`src/rtl/req_pending_queue.sv`:
```
// Per-channel pending-request counters feeding a three-way arbiter.
// Optional starvation detection is built when REQ_PEND_STARVE_EN is defined.
module req_pending_queue #(
    parameter int unsigned CNT_W   = 3,
    parameter int unsigned TIMEOUT = 16
) (
    input  logic             clk,
    input  logic             rst,
    input  logic             p1,
    input  logic             p2,
    input  logic             p3,
    input  logic             a1,
    input  logic             a2,
    input  logic             a3,
    output logic             r1,
    output logic             r2,
    output logic             r3,
    output logic [CNT_W-1:0] cnt1,
    output logic [CNT_W-1:0] cnt2,
    output logic [CNT_W-1:0] cnt3,
    output logic [2:0]       ovf,
    output logic [2:0]       starve
);

    localparam logic [CNT_W-1:0] CntMax = {CNT_W{1'b1}};

    if (TIMEOUT < 1 || TIMEOUT > 255) begin : g_bad_timeout
        $error("req_pending_queue: TIMEOUT must be in 1..255");
    end

    logic [2:0]            w_p;
    logic [2:0]            w_a;
    logic [2:0]            w_r;
    logic [2:0]            w_ovf;
    logic [2:0]            w_starve;
    logic [2:0][CNT_W-1:0] w_cnt;

    assign w_p = {p3, p2, p1};
    assign w_a = {a3, a2, a1};

    for (genvar gi = 0; gi < 3; gi++) begin : g_ch
        logic [CNT_W-1:0] r_cnt;
        logic [CNT_W-1:0] w_cnt_d;
        logic             r_ovf;
        logic             w_inc;
        logic             w_dec;
        logic             w_ovf_set;

        assign w_inc = w_p[gi];
        // A grant against an empty counter is ignored rather than wrapping.
        assign w_dec = w_a[gi] & (r_cnt != '0);

        always_comb begin
            w_cnt_d   = r_cnt;
            w_ovf_set = 1'b0;
            if (w_inc && !w_dec) begin
                if (r_cnt == CntMax) begin
                    w_ovf_set = 1'b1;
                end else begin
                    w_cnt_d = r_cnt + 1'b1;
                end
            end else if (!w_inc && w_dec) begin
                w_cnt_d = r_cnt - 1'b1;
            end
        end

        always_ff @(posedge clk) begin
            if (rst) begin
                r_cnt <= '0;
                r_ovf <= 1'b0;
            end else begin
                r_cnt <= w_cnt_d;
                r_ovf <= r_ovf | w_ovf_set;
            end
        end

        assign w_cnt[gi] = r_cnt;
        assign w_r[gi]   = (r_cnt != '0);
        assign w_ovf[gi] = r_ovf;

`ifdef REQ_PEND_STARVE_EN
        localparam logic [7:0] AgeLimit = 8'(TIMEOUT);

        logic [7:0] r_age;
        logic [7:0] w_age_d;
        logic       r_starve;

        // Age only while a request is visible to the arbiter and not being served.
        always_comb begin
            w_age_d = '0;
            if (w_r[gi] && !w_a[gi]) begin
                w_age_d = (r_age == AgeLimit) ? r_age : r_age + 8'd1;
            end
        end

        always_ff @(posedge clk) begin
            if (rst) begin
                r_age    <= '0;
                r_starve <= 1'b0;
            end else begin
                r_age    <= w_age_d;
                r_starve <= r_starve | (w_age_d == AgeLimit);
            end
        end

        assign w_starve[gi] = r_starve;
`else
        assign w_starve[gi] = 1'b0;
`endif
    end

    assign r1     = w_r[0];
    assign r2     = w_r[1];
    assign r3     = w_r[2];
    assign cnt1   = w_cnt[0];
    assign cnt2   = w_cnt[1];
    assign cnt3   = w_cnt[2];
    assign ovf    = w_ovf;
    assign starve = w_starve;

endmodule

```
`config.mk`:
```
export PLATFORM = sky130hd
export DESIGN_NAME = req_pending_queue
export DESIGN_NICKNAME = d
export VERILOG_FILES = /design/src/rtl/req_pending_queue.sv
export SDC_FILE = /design/constraint.sdc
export NUM_CORES = 1
export LEC_CHECK = 0
export ABC_AREA = 1
export BUFFER_PORTS_ARGS = -buffer_cell sky130_fd_sc_hd__buf_2
export CORE_UTILIZATION = 45
export CTS_BUF_LIST = sky130_fd_sc_hd__clkbuf_4 sky130_fd_sc_hd__clkbuf_8
export DETAILED_ROUTE_END_ITERATION = 12
export GPL_TIMING_DRIVEN = 0
export PLACE_DENSITY_LB_ADDON = 0.3
export SYNTH_ARGS = -nofsm -noshare
export SYNTH_HDL_FRONTEND = slang
export SYNTH_SLANG_ARGS = --single-unit
```
`constraint.sdc`:
```
create_clock -name clk -period 3.9 [get_ports clk]
set_input_delay 0.39 -clock clk [delete_from_list [all_inputs] [get_ports clk]]
set_output_delay 0.39 -clock clk [all_outputs]
set_load 0.02 [all_outputs]
```
Word-level counts from Yosys, hierarchy flattened
Index checks and enable logic that the tools add are counted.

word-level totals
  output and inout bits = 18
  input bits = 8
  memories kept = 0
  memory bits (writable) = 0
  memory bits (read-only) = 0
  bits in registers = 12
  latch bits = 0

cells by class
  order comparisons = 0
  reductions and logical operators = 21
  $mul = 0
  div/mod/pow operators = 0
  add/sub/neg operators = 6
  bitwise gates (word level) = 6
  equality and inequality tests = 6
  shift-type cells = 0
  multiplexer cells = 15

operator list
  kind                                                                count
  3-bit two-way mux                                                   9
  3-bit by 1-bit adder with 3-bit output, second input constant       3
  3-bit equality test, second input constant                          3
  3-bit nonzero test                                                  3
  3-bit by 1-bit subtractor with 3-bit output, second input constant  3
  1-bit logical AND                                                   6
  1-bit zero test                                                     6
  1-bit two-way mux                                                   6
  2-bit != test, second input constant                                3
  2-bit AND reduction                                                 3
  2-bit nonzero test                                                  3
  1-bit AND                                                           3
  1-bit bitwise OR                                                    3

Depth between registers and ports, before layout
  word-level depth = 6
  gate-level depth with buffers = 10

Worst setup path after synthesis
Ideal clock, no wire load.

  path kind = register to register
  from = register g_ch[0].r_cnt[0] (netlist: cnt1[0])
  to = register g_ch[0].r_cnt[2] (netlist: cnt1[2])
  arrival = 1.617 ns
  data required time = 3.785 ns
  path buffers = 0
  cell stages (with the launch flop) = 10
  setup slack = 2.168 ns
  cell sequence = dfxtp_1 -> nor2_2 -> nand2_2 -> a21oi_2 -> inv_1 -> fa_1 -> inv_1 -> nand4_1 -> a21oi_1 -> nor2_1

between the ends
  word-level cells in the longest chain between the ends = 6
  elaborated cells between the ends (all ways) = 14

RTL lines
  item                                                           line  RTL
  from (decl)                                                    42    logic [CNT_W-1:0] r_cnt;
  from (signal assigned)                                         72    r_cnt <= w_cnt_d;
  3-bit nonzero test *                                           --
  named net r1                                                   15    output logic r1,
  1-bit AND *                                                    51    assign w_dec = w_a[gi] & (r_cnt != '0);
  1-bit zero test                                                56    if (w_inc && !w_dec) begin
  1-bit logical AND                                              56
  2-bit != test (no line) or 2-bit nonzero test (tied branches)  --
  2-bit AND reduction (no line)                                  --

Mark *: on every way through the listed nets, which the timed path passes. The rest lies on a longest branch. The select of a mux whose other input is x is not followed.
A chain may end at the register's enable or synchronous reset.

Final worst setup path
  from = register g_ch[2].r_cnt[0] (netlist: cnt3[0])
  to = register g_ch[2].r_cnt[2] (netlist: cnt3[2])

between the ends
  word-level cells in the longest chain between the ends = 6
  elaborated cells between the ends (all ways) = 14

RTL lines
  item                                                           line
  from (decl)                                                    42
  from (signal assigned)                                         72
  3-bit nonzero test                                             51
  1-bit AND                                                      51
  1-bit zero test                                                56
  1-bit logical AND                                              56
  2-bit != test (no line) or 2-bit nonzero test (tied branches)  --
  2-bit AND reduction (no line)                                  --

Several ways; a longest one is shown, not always the timed one. The select of a mux whose other input is x is not followed.

==> summary.md <==
| Metric | Value |
|---|---|
| Outcome | `finished, final reports clean` |
| Antenna viol nets, final | `0` |
| Vias in the first global route | `740` |
| RSZ-0062 raised after global routing | `no` |
| Post-cts repair resize count | `0` |
| Final Critical Period | `between 1500 and 2000 ps` |
| # IOs | `26` |
| Mux contribution to synthesized area | `0%` |
| Initial core utilization | `between 50% and 60%` |
| CP Capture Type | `register` |
| Syn Inst Count | `117` |
| Net Sw Frac | `between 40% and 50%` |
| Top post-synthesis cells by area | `dfxtp_1, inv_1, nand2_1, fa_1, nand3_1` |
| Internal power | `approximately 280 uW` |
| Cell taking the most area after synthesis | `dfxtp_1` |
| Slack of the critical path | `2200 ps` |
| Total Routing Usage GR | `a little over a fifth` |
| Global-route wire length before repair | `2900 microns` |
| Clock skew | `a little under 0.8 ps` |
| Number of H-tree levels | `1` |
| Critical Path RT | `around 4100 ps` |
| Via density | `around 4.9` |
| VDD IR-drop max | `~0.34 mV` |
| Synthesized flop and latch total | `12` |
| Initial DRC Count | `21` |
| Clk pwr share | `between 20% and 30%` |
| Grt total ovfl | `0` |
| FF-to-FF setup slack | `2200 ps` |
| Drt pass-1 iters | `6` |
| CTS clock-pin slew for the worst setup and hold paths | `~80 ps` |
| Area delta synth->final | `22.0%` |
| Layout cell share with drive strength beyond 1 | `between 20 and 30%` |
| Post-Place Cells | `around 160` |
| Synth Area in Compound Gates | `a little under an eighth` |
| Register area share after synthesis | `a little under a third` |
| Ant diodes | `0` |
| Final Setup Violations | `0` |
| Commonest cells after routing, fill and taps aside | `inv_1, buf_2, nand2_1` |
| Core Area | `around 0.0016 sq mm` |
| Final hold viol count | `0` |
| CTS Buffer Depth | `2` |
| Mapped Area | `792 sq um` |
| # clock sinks | `12` |
| Yosys cell types | `14` |
| Setup Total Neg Slack | `0 ps` |
| Pwr per Cell Area | `518 mW/mm^2` |
| Number of CTS-inserted buffers | `3` |
| Final period util | `a little over two fifths` |
| Initial antenna violation count | `0` |
| Maximum clock rate | `589 MHz` |
| Yosys top cell area share | `approximately 30%` |
| Crit path launch type | `register` |
| Die span in x | `between 40 and 50 microns` |
| Post-CTS Hold Buffers | `0` |
| Synth Area per Inst | `about 6.8 sq um` |
| DR WL/cell | `about 9.6 microns` |
| Detailed Place HPWL | `approximately 1200 microns` |
| CTS tree | `yes` |
| Sequential share of power | `between 30% and 40%` |
| Vias | `just under 800` |
| Leak pwr | `0.000537 uW` |
| Final Max Tran Viols | `0` |
| GP Congestion | `~0.84` |
| Final wirelength | `approximately 1500 microns` |
| Max-cap violations | `0` |
| Root buf cell | `clkbuf_4` |
| Die Y | `about 44 microns` |
| YS warnings | `0` |
| Port Buf Inserts | `22` |
| Fin nets | `between 150 and 200` |
| Post-Synth Simple-Gate Area | `about 33%` |
| WS Path Type | `register to register` |
| CP Max Fanout | `5` |
| Synth Area in XOR/XNOR | `0%` |
| Die Area | `around 0.0019 sq mm` |
| Final routed DRC violation total | `0` |
| Post-Place Setup Slack | `approximately 2200 ps` |
| Type of the most critical hold path | `primary input to register` |
| Largest net degree at the start of global routing | `11` |
| Adder-Cell Fraction of Synth Area | `around 7.6%` |
| CP Data Arrival Time | `about 1900 ps` |
| Hold_ws | `approximately 360 ps` |
| Non-Filler Instances | `between 150 and 200` |
| Std cell rows | `14` |
| NetSw | `between 200 and 250 uW` |
| Post-CTS Setup Inserts | `0` |
| Worst-Skew Late Latency | `between 200 and 300 ps` |
| Largest family of logic cells by synthesized area | `simple AND/OR/NAND/NOR gates` |
| Comb power frac | `between 40% and 50%` |
Yosys cell counts:
master / count
inv_1: 22
nand2_1: 21
dfxtp_1: 12
nand3_1: 12
nor2_1: 12
a21oi_1: 9
buf_4: 7
nand4_1: 6
a21oi_2: 3
fa_1: 3
nand2_2: 3
nor2_2: 3
o21a_1: 3
conb_1: 1
metal layers:
layer	vias up	share of wire [%]	track usage [%]
met2	21	49	34.9
met1	348	43	22.1
met5	-	0	0
li1	414	-	-
met3	5	5.3	9.17
met4	0	2.2	12.1
worst paths after layout:
kind | start | cells after the start | end
setup / recovery | cnt3[0]$_SDFFE_PP0P_ | 9 | cnt3[2]$_SDFFE_PP0P_
hold / removal | rst | 4 | cnt2[1]$_SDFFE_PP0P_
setup reg to reg | cnt3[0]$_SDFFE_PP0P_ | 9 | cnt3[2]$_SDFFE_PP0P_
hold reg to reg | g_ch[2].r_ovf$_SDFF_PP0_ | 1 | g_ch[2].r_ovf$_SDFF_PP0_
final cells by class:
class | count | area [sq um]
fillers | 155 | 611
multi-input cells | 78 | 424
flip-flops and latches | 12 | 240
repair buffers | 22 | 110
inverters | 22 | 82.6
plain buffers | 7 | 52.6
clock buffers | 4 | 36.3
well taps | 16 | 20.0
logic make-up after synthesis:
| group | after synthesis |
|---|---|
| AOI/OAI and AO/OA | 15 |
| adders and majority gates | 3 |
| buffers and inverters | 29 |
| DFF | 12 |
| other | 1 |
| and+or+nand+nor | 57 |
per-stage QoR:
stage          utilization, %  cell area, sq um  total power, uW
2_1_floorplan               -               800              338
3_3_place_gp             59.0               930              391
3_5_place_dp             59.0               930              399
4_1_cts                  61.3               966              507
5_1_grt                  61.3               966              547
6_report                 61.3               966              501
flip-flops by register name, indices dropped and copies added (netlist names):
| name | count |
|---|---|
| cnt1 | 3 |
| cnt2 | 3 |
| cnt3 | 3 |
| g_ch.r_ovf | 3 |
worst max-delay path, stage by stage, from the launching register on:
cell and delay (ps):
dfxtp_1 370, nor2_2 120, nand2_2 90, a21oi_2 140
inv_1 90, fa_1 390, inv_1 70, nand4_1 120
a21oi_1 160, nor2_1 50
power groups by stage:
| stage | clock [uW] | sequential [uW] | combinational (uW) |
|---|---|---|---|
| 6_report | 104 | 171 | 225 |
| 5_1_grt | 113 | 176 | 258 |
| 4_1_cts | 109 | 172 | 227 |
| 3_5_place_dp | 0 | 174 | 225 |
| 3_3_place_gp | 0 | 173 | 218 |
| 2_1_floorplan | 0 | 196 | 142 |
Power figures use the tool's default switching activity.
